[config.mk]
export PLATFORM = sky130hd
export DESIGN_NAME = run_detector
export DESIGN_NICKNAME = d
export VERILOG_FILES = /design/src/rtl/run_detector_pkg.sv /design/src/rtl/dff.sv /design/src/rtl/run_detector_run_counter.sv /design/src/rtl/run_detector.sv
export SDC_FILE = /design/constraint.sdc
export NUM_CORES = 1
export LEC_CHECK = 0
export CAP_MARGIN = 25
export CORE_AREA = 2 2 39 41
export DETAILED_ROUTE_END_ITERATION = 16
export DIE_AREA = 0 0 41 43
export SLEW_MARGIN = 10
export SYNTH_ARGS = -nofsm -noshare
export SYNTH_HDL_FRONTEND = slang
export SYNTH_SLANG_ARGS = --single-unit
[constraint.sdc]
create_clock -name clk -period 3.4 [get_ports clk]
set_clock_uncertainty 0.2 [all_clocks]
set_input_delay 0.68 -clock clk [delete_from_list [all_inputs] [get_ports clk]]
set_output_delay 0.68 -clock clk [all_outputs]
set_load 0.03 [all_outputs]
[src/rtl/run_detector_pkg.sv]
`default_nettype none
// ============================================================================
// Module      : run_detector_pkg
// Description : Mode encodings, default sizing and polarity helper shared by
//               the run detector and its bench.
// Revision    : 1.0  initial release
// ============================================================================
package run_detector_pkg;

    typedef logic [1:0] mode_t;

    localparam mode_t MODE_BOTH     = 2'b00;
    localparam mode_t MODE_ONES     = 2'b01;
    localparam mode_t MODE_ZEROS    = 2'b10;
    localparam mode_t MODE_BOTH_ALT = 2'b11;

    localparam int RUN_LEN_DEFAULT = 4;
    localparam int CNT_W_DEFAULT   = 8;

    // True when a run of polarity b is allowed to raise z under mode m.
    function automatic logic mode_allows(input mode_t m, input logic b);
        case (m)
            MODE_ONES:  return b;
            MODE_ZEROS: return ~b;
            default:    return 1'b1;
        endcase
    endfunction

endpackage
`default_nettype wire

[src/rtl/dff.sv]
`default_nettype none
// ============================================================================
// Module      : dff
// Description : Generic register cell, synchronous active-high reset to a
//               replicated DEFAULT bit.
// Revision    : 1.0  initial release
// ============================================================================
module dff #(
    parameter int   WIDTH   = 1,
    parameter logic DEFAULT = 1'b0
) (
    input  logic             clk,
    input  logic             reset,
    input  logic [WIDTH-1:0] d,
    output logic [WIDTH-1:0] q
);

    always_ff @(posedge clk) begin
        if (reset) begin
            q <= {WIDTH{DEFAULT}};
        end else begin
            q <= d;
        end
    end

endmodule
`default_nettype wire

[src/rtl/run_detector_run_counter.sv]
`default_nettype none
// ============================================================================
// Module      : run_counter
// Description : Saturating up-counter (0..MAX). clr restarts the count, and
//               a simultaneous inc makes that restart count as the first step.
// Revision    : 1.0  initial release
// ============================================================================
module run_counter #(
    parameter int WIDTH = 3,
    parameter int MAX   = 4
) (
    input  logic             clk,
    input  logic             reset,
    input  logic             inc,
    input  logic             clr,
    output logic [WIDTH-1:0] count
);

    localparam logic [WIDTH-1:0] c_max = WIDTH'(MAX);
    localparam logic [WIDTH-1:0] c_one = WIDTH'(1);

    logic [WIDTH-1:0] w_next;

    always_comb begin
        w_next = count;
        if (clr) begin
            w_next = inc ? c_one : '0;
        end else if (inc && (count != c_max)) begin
            w_next = count + c_one;
        end
    end

    dff #(.WIDTH(WIDTH), .DEFAULT(1'b0)) u_count (
        .clk   (clk),
        .reset (reset),
        .d     (w_next),
        .q     (count)
    );

endmodule
`default_nettype wire

[src/rtl/run_detector.sv]
`default_nettype none
// ============================================================================
// Module      : run_detector
// Description : Flags runs of RUN_LEN equal qualified samples of w, with
//               polarity filtering by mode. Optional detection counter is
//               built when RUN_DETECTOR_COUNT_EN is defined.
// Revision    : 1.0  initial release
// ============================================================================
module run_detector
    import run_detector_pkg::*;
#(
    parameter  int RUN_LEN = RUN_LEN_DEFAULT,
    parameter  int CNT_W   = CNT_W_DEFAULT,
    localparam int RL_W    = $clog2(RUN_LEN + 1)
) (
    input  logic            clk,
    input  logic            reset,
    input  logic            en,
    input  logic            w,
    input  logic [1:0]      mode,
    output logic            z,
    output logic [RL_W-1:0] run_len,
    output logic            last_bit
`ifdef RUN_DETECTOR_COUNT_EN
    ,
    output logic [CNT_W-1:0] det_count
`endif
);

    generate
        if (RUN_LEN < 2 || RUN_LEN > 255) begin : g_bad_run_len
            $error("run_detector: RUN_LEN out of range 2..255");
        end
        if (CNT_W < 1 || CNT_W > 32) begin : g_bad_cnt_w
            $error("run_detector: CNT_W out of range 1..32");
        end
    endgenerate

    localparam logic [RL_W-1:0] c_run_max = RL_W'(RUN_LEN);
    localparam logic [RL_W-1:0] c_run_pre = RL_W'(RUN_LEN - 1);

    logic [RL_W-1:0] w_run;
    logic            w_last;
    logic            w_last_next;
    logic            w_active;
    logic            w_match;
    logic            w_clr;

    assign w_active    = (w_run != '0);
    assign w_match     = w_active && (w == w_last);
    // A differing sample restarts the run at 1; the first sample after reset
    // reaches 1 through the plain increment from 0.
    assign w_clr       = en && w_active && !w_match;
    assign w_last_next = en ? w : w_last;

    run_counter #(.WIDTH(RL_W), .MAX(RUN_LEN)) u_run (
        .clk   (clk),
        .reset (reset),
        .inc   (en),
        .clr   (w_clr),
        .count (w_run)
    );

    dff #(.WIDTH(1), .DEFAULT(1'b0)) u_last (
        .clk   (clk),
        .reset (reset),
        .d     (w_last_next),
        .q     (w_last)
    );

    assign z        = (w_run == c_run_max) && mode_allows(mode, w_last);
    assign run_len  = w_run;
    assign last_bit = w_last;

`ifdef RUN_DETECTOR_COUNT_EN
    localparam logic [CNT_W-1:0] c_cnt_max = '1;
    localparam logic [CNT_W-1:0] c_cnt_one = CNT_W'(1);

    logic             w_det;
    logic [CNT_W-1:0] w_det_cnt;
    logic [CNT_W-1:0] w_det_cnt_next;

    // Counts only the edge that completes a run, so a later mode change that
    // exposes an already saturated run does not count again.
    assign w_det          = en && w_match && (w_run == c_run_pre) && mode_allows(mode, w);
    assign w_det_cnt_next = (w_det && (w_det_cnt != c_cnt_max)) ? (w_det_cnt + c_cnt_one)
                                                                : w_det_cnt;

    dff #(.WIDTH(CNT_W), .DEFAULT(1'b0)) u_det_cnt (
        .clk   (clk),
        .reset (reset),
        .d     (w_det_cnt_next),
        .q     (w_det_cnt)
    );

    assign det_count = w_det_cnt;
`endif

endmodule
`default_nettype wire

**After elaboration in Yosys (flattened, before gate mapping)**

Index checks and enable logic that the tools add are counted.

- Input bits: 6
- Logic and storage cells: 21
- Output and inout port bits: 5
- Flip-flop bits (word level): 4

- Mux-type cells: 4
- Bitwise logic cells: 1
- Add/sub/neg operators: 1
- Equality and inequality tests: 5
- Reductions and logical operators: 8

Operators with widths:

| cell | count |
|---|---|
| $mux 3 | 2 |
| $logic_and 1x1->1 | 5 |
| $add 3x1->3 const B | 1 |
| $eq 3x3->1 const B | 1 |
| $ne 3x3->1 const B | 1 |
| $reduce_bool 3->1 | 1 |
| $eq 2x1->1 const B | 1 |
| $eq 2x2->1 const B | 1 |
| $pmux 1 s2 | 1 |
| $reduce_bool 2->1 | 1 |
| $eq 1x1->1 | 1 |
| $logic_not 1->1 | 1 |
| $mux 1 | 1 |
| $not 1->1 | 1 |

**Depth between registers and ports, before layout**

- Depth after elaboration: 5
- Gate-level depth with buffers: 5
- Mapped depth without buffers: 5

**Modules after synthesis**

From an unflattened synthesis, not the netlist that was laid out.

- Cells, all modules: 33
- Area total of the unflattened synthesis: 307.8 um^2

By module, submodules not included:

| module | cells an instance | sequential area each (um^2) | instances | area an instance (um^2) |
|---|---|---|---|---|
| run_counter | 15 | 0.0 | 1 | 107.6 |
| run_detector | 10 | 0.0 | 1 | 87.6 |
| dff at u_run.u_count | 6 | 60.1 | 1 | 78.8 |
| dff at u_last | 2 | 20.0 | 1 | 33.8 |

**Worst setup path before layout**

No wires, ideal clock.

- Path kind: input to output
- Start point: in mode[0]
- End point: out z
- Arrival time: 1.430 ns
- Required time: 2.520 ns
- Slack: 1.090 ns
- Buffers on the path: 0
- Stages on the path: 5
- Cell sequence: inv_1 ha_1 and2b_2 a211oi_1 nor2_1

- Cells in the longest elaborated chain, start to end: 3
- Elaborated cells between the ends (all ways): 4
- Classes of those cells: eq/ne (2); mux (1); reduce/logical (1)

Ends and longest elaborated chain:

| item | RTL line | text |
|---|---|---|
| from (decl) | run_detector.sv:20 | `input logic [1:0] mode,` |
| $eq 2x2->1 / $eq 2x1->1 (equally long branches) | run_detector_pkg.sv:22 | `case (m)` |
| $pmux 1 s2 * | run_detector_pkg.sv:22 |  |
| $logic_and 1x1->1 * | run_detector.sv:71 | `assign z = (w_run == c_run_max) && mode_allows(mode, w_last);` |
| to (decl) | run_detector.sv:21 | `output logic z,` |

Mark *: on every way between the ends. The rest lies on a longest branch, timed or not.

**Final worst setup path**

Ends and elaborated chain as after synthesis.

==> results.json <==
{
  "yosysWarnings": 0,
  "ir_worst_vdd_uv": 123,
  "synth_nets": 42,
  "dp_hpwl_um": 484,
  "holdWs_ps": 337,
  "arrival_ps": 2080,
  "final_cell_mix": "clkdlybuf4s50_1, inv_1, ha_1, dfxtp_1",
  "fin_area_um2": 432,
  "route.detailed.drc": 0,
  "seq_power_share": 0.357,
  "die_h_um": 43,
  "seq_area_frac_synth": 0.279,
  "cts_resized": 0,
  "num_vias": 260,
  "hold_end": "u_run.u_count.q[0]",
  "p_sw_w": 0.0000407,
  "ys_types": 19,
  "cts_tree": "built",
  "area_growth_pct": 50.7,
  "postCtsSetupRepairBufs": 0,
  "status": "finished clean",
  "cap_viol_max_count": 0,
  "grt_max_degree": 8,
  "via_per_inst": 4.26,
  "die_width_um": 41,
  "setup_tns_ps": 0,
  "cp_max_fo": 2,
  "ys_seq_elements": 4,
  "worstSetupPathType": "in2out",
  "use_met3": 0.0157,
  "cts_buffer_depth": 2,
  "pre_cts_slack_ps": 69.1,
  "io_buffer_count": 10,
  "clk_latency_ps": 230,
  "max_freq_ghz": 0.337,
  "layout.nets": 57,
  "hold_start": "u_run.u_count.q[0]",
  "hold_buffers": 0,
  "p_int_w": 0.000109,
  "final_max_slew_viol_count": 0,
  "p_comb_frac": 0.271,
  "numClockSinks": 4,
  "power.density_nw_per_um2": 347,
  "timing.rr.end": "u_run.u_count.q[1]",
  "grt_pass1_vias": 240,
  "end_kind": "primary output",
  "rr_worst_depth": 5,
  "leakage_nw": 0.203,
  "hold_viol_final": 0,
  "drt-total-wl_um": 569,
  "wl_per_cell_um": 9.33,
  "netSwitchingFraction": 0.271,
  "power.share.clock": 0.372,
  "track_usage": 0.0772,
  "synthCells": 32,
  "antenna_found_initial": 0,
  "cp-start-kind": "input port",
  "io_pins": 11,
  "ctsHtreeMaxLevel": 1,
  "fin_ws_ps": 437,
  "reg2reg_from": "u_run.u_count.q[0]",
  "rsz0062_at_grt": "no",
  "final_common_cell": "clkdlybuf4s50_1",
  "num_rows": 14,
  "globalplace.congestion": 0.758,
  "drive_gt1_frac": 0.156,
  "synth.avg_cell_area_um2": 8.95,
  "placedInstanceArea_um2": 407,
  "clk_root_buffer_cell": "clkbuf_4",
  "critPathRequiredTime_ps": 2520,
  "worstMarginPinSlew_ps": 316,
  "grt_first_pass_wirelength_um": 855,
  "final_antenna_net_count": 0,
  "finalCritPeriodShare": 0.872,
  "busiest_layer": "met2",
  "numCtsBuffers": 3,
  "drtPass1Iterations": 4,
  "met1_usage": 0.0737,
  "holdPathStages": 2,
  "cts.clk_slew.worst_paths_ps": 30,
  "r2r_slack_ps": 1930,
  "diodes": 0,
  "start_util": 0.207,
  "gr-usage-met2": 0.113,
  "period_minus_slack_ps": 2960,
  "drt_first_iter_violations": 2,
  "netlist_area_um2": 287,
  "overflow": 0,
  "maxSlewHeadroom": 0.789,
  "die_area_um2": 1760,
  "finalSetupViolCount": 0,
  "hold_path_class": "reg2reg",
  "core_area_um2": 1380
}
cells in the mapped netlist:
library cell / number / area (um2)
dfxtp_1: 4 / 80.1
ha_1: 4 / 50.1
inv_1: 4 / 15.0
nor2_1: 3 / 11.3
mux2i_1: 2 / 20.0
nand2_1: 2 / 7.51
a2111oi_2: 1 / 15.0
a211oi_1: 1 / 7.51
a21boi_1: 1 / 7.51
a21oi_1: 1 / 5.00
a221oi_2: 1 / 15.0
and2_1: 1 / 6.26
and2b_2: 1 / 8.76
and3_2: 1 / 7.51
nand2b_1: 1 / 6.26
nor3_1: 1 / 5.00
o21ai_0: 1 / 5.00
o21ai_1: 1 / 5.00
xor2_1: 1 / 8.76
routing by layer:
layer	share of wire	wire length, um	vias up
met5	0	0	-
met4	0	0	0
met3	0.023	13	0
met2	0.56	317	2
met1	0.42	238	122
li1	-	-	136
state kept, by name, indices dropped and copies added (netlist names):
| register | flops |
|---|---|
| u_run.u_count.q | 3 |
| u_last.q | 1 |
power groups by stage:
| stage | sequential (W) | combinational [W] | clock [W] |
|---|---|---|---|
| final | 0.0000535 | 0.0000407 | 0.0000558 |
| after global routing | 0.0000538 | 0.0000435 | 0.0000617 |
| after CTS | 0.0000536 | 0.0000411 | 0.0000595 |
| after detailed placement | 0.0000543 | 0.0000411 | 0 |
| after global placement | 0.0000542 | 0.0000403 | 0 |
| after floorplan | 0.0000597 | 0.0000180 | 0 |
through the flow:
step                      total power, W  cells  utilization
after global routing            0.000159     61        0.312
after CTS                       0.000154     61        0.310
final                           0.000150     61        0.312
after detailed placement       0.0000953     58        0.294
after floorplan                0.0000776     32            -
after global placement         0.0000945     58        0.294
final cells by class:
class	instances	area, um2
Tap cell	16	20.0
Inverter	4	15.0
Fill cell	161	952
Clock buffer	3	22.5
Multi-Input combinational cell	24	191
Timing Repair Buffer	10	103
Sequential cell	4	80.1
worst max-delay path, cell delays in order:
cell	delay, ps
clkdlybuf4s50_1	480
inv_1	50
ha_1	180
and2b_2	180
a211oi_1	230
nor2_1	60
dlymetal6s2s_1	240
kinds of logic (layout without fill, tap and decap cells):
family | after synthesis | count (layout) | synth area share
adders and majority gates | 4 | 4 | 0.175
muxes | 2 | 2 | 0.0699
AOI/OAI and AO/OA | 7 | 7 | 0.210
DFF | 4 | 4 | 0.279
and+or+nand+nor | 10 | 10 | 0.183
xor gates and xnor gates | 1 | 1 | 0.0306
buffers and inverters | 4 | 17 | 0.0524
worst max path at each step:
stage	slack (ps)	startpoint	to
finish	440	mode[0]	z
global placement	70	mode[0]	z
detailed placement	70	mode[0]	z
floorplan	1090	mode[0]	z
global route	350	mode[0]	z
CTS	70	mode[0]	z
Power figures use the tool's default switching activity.
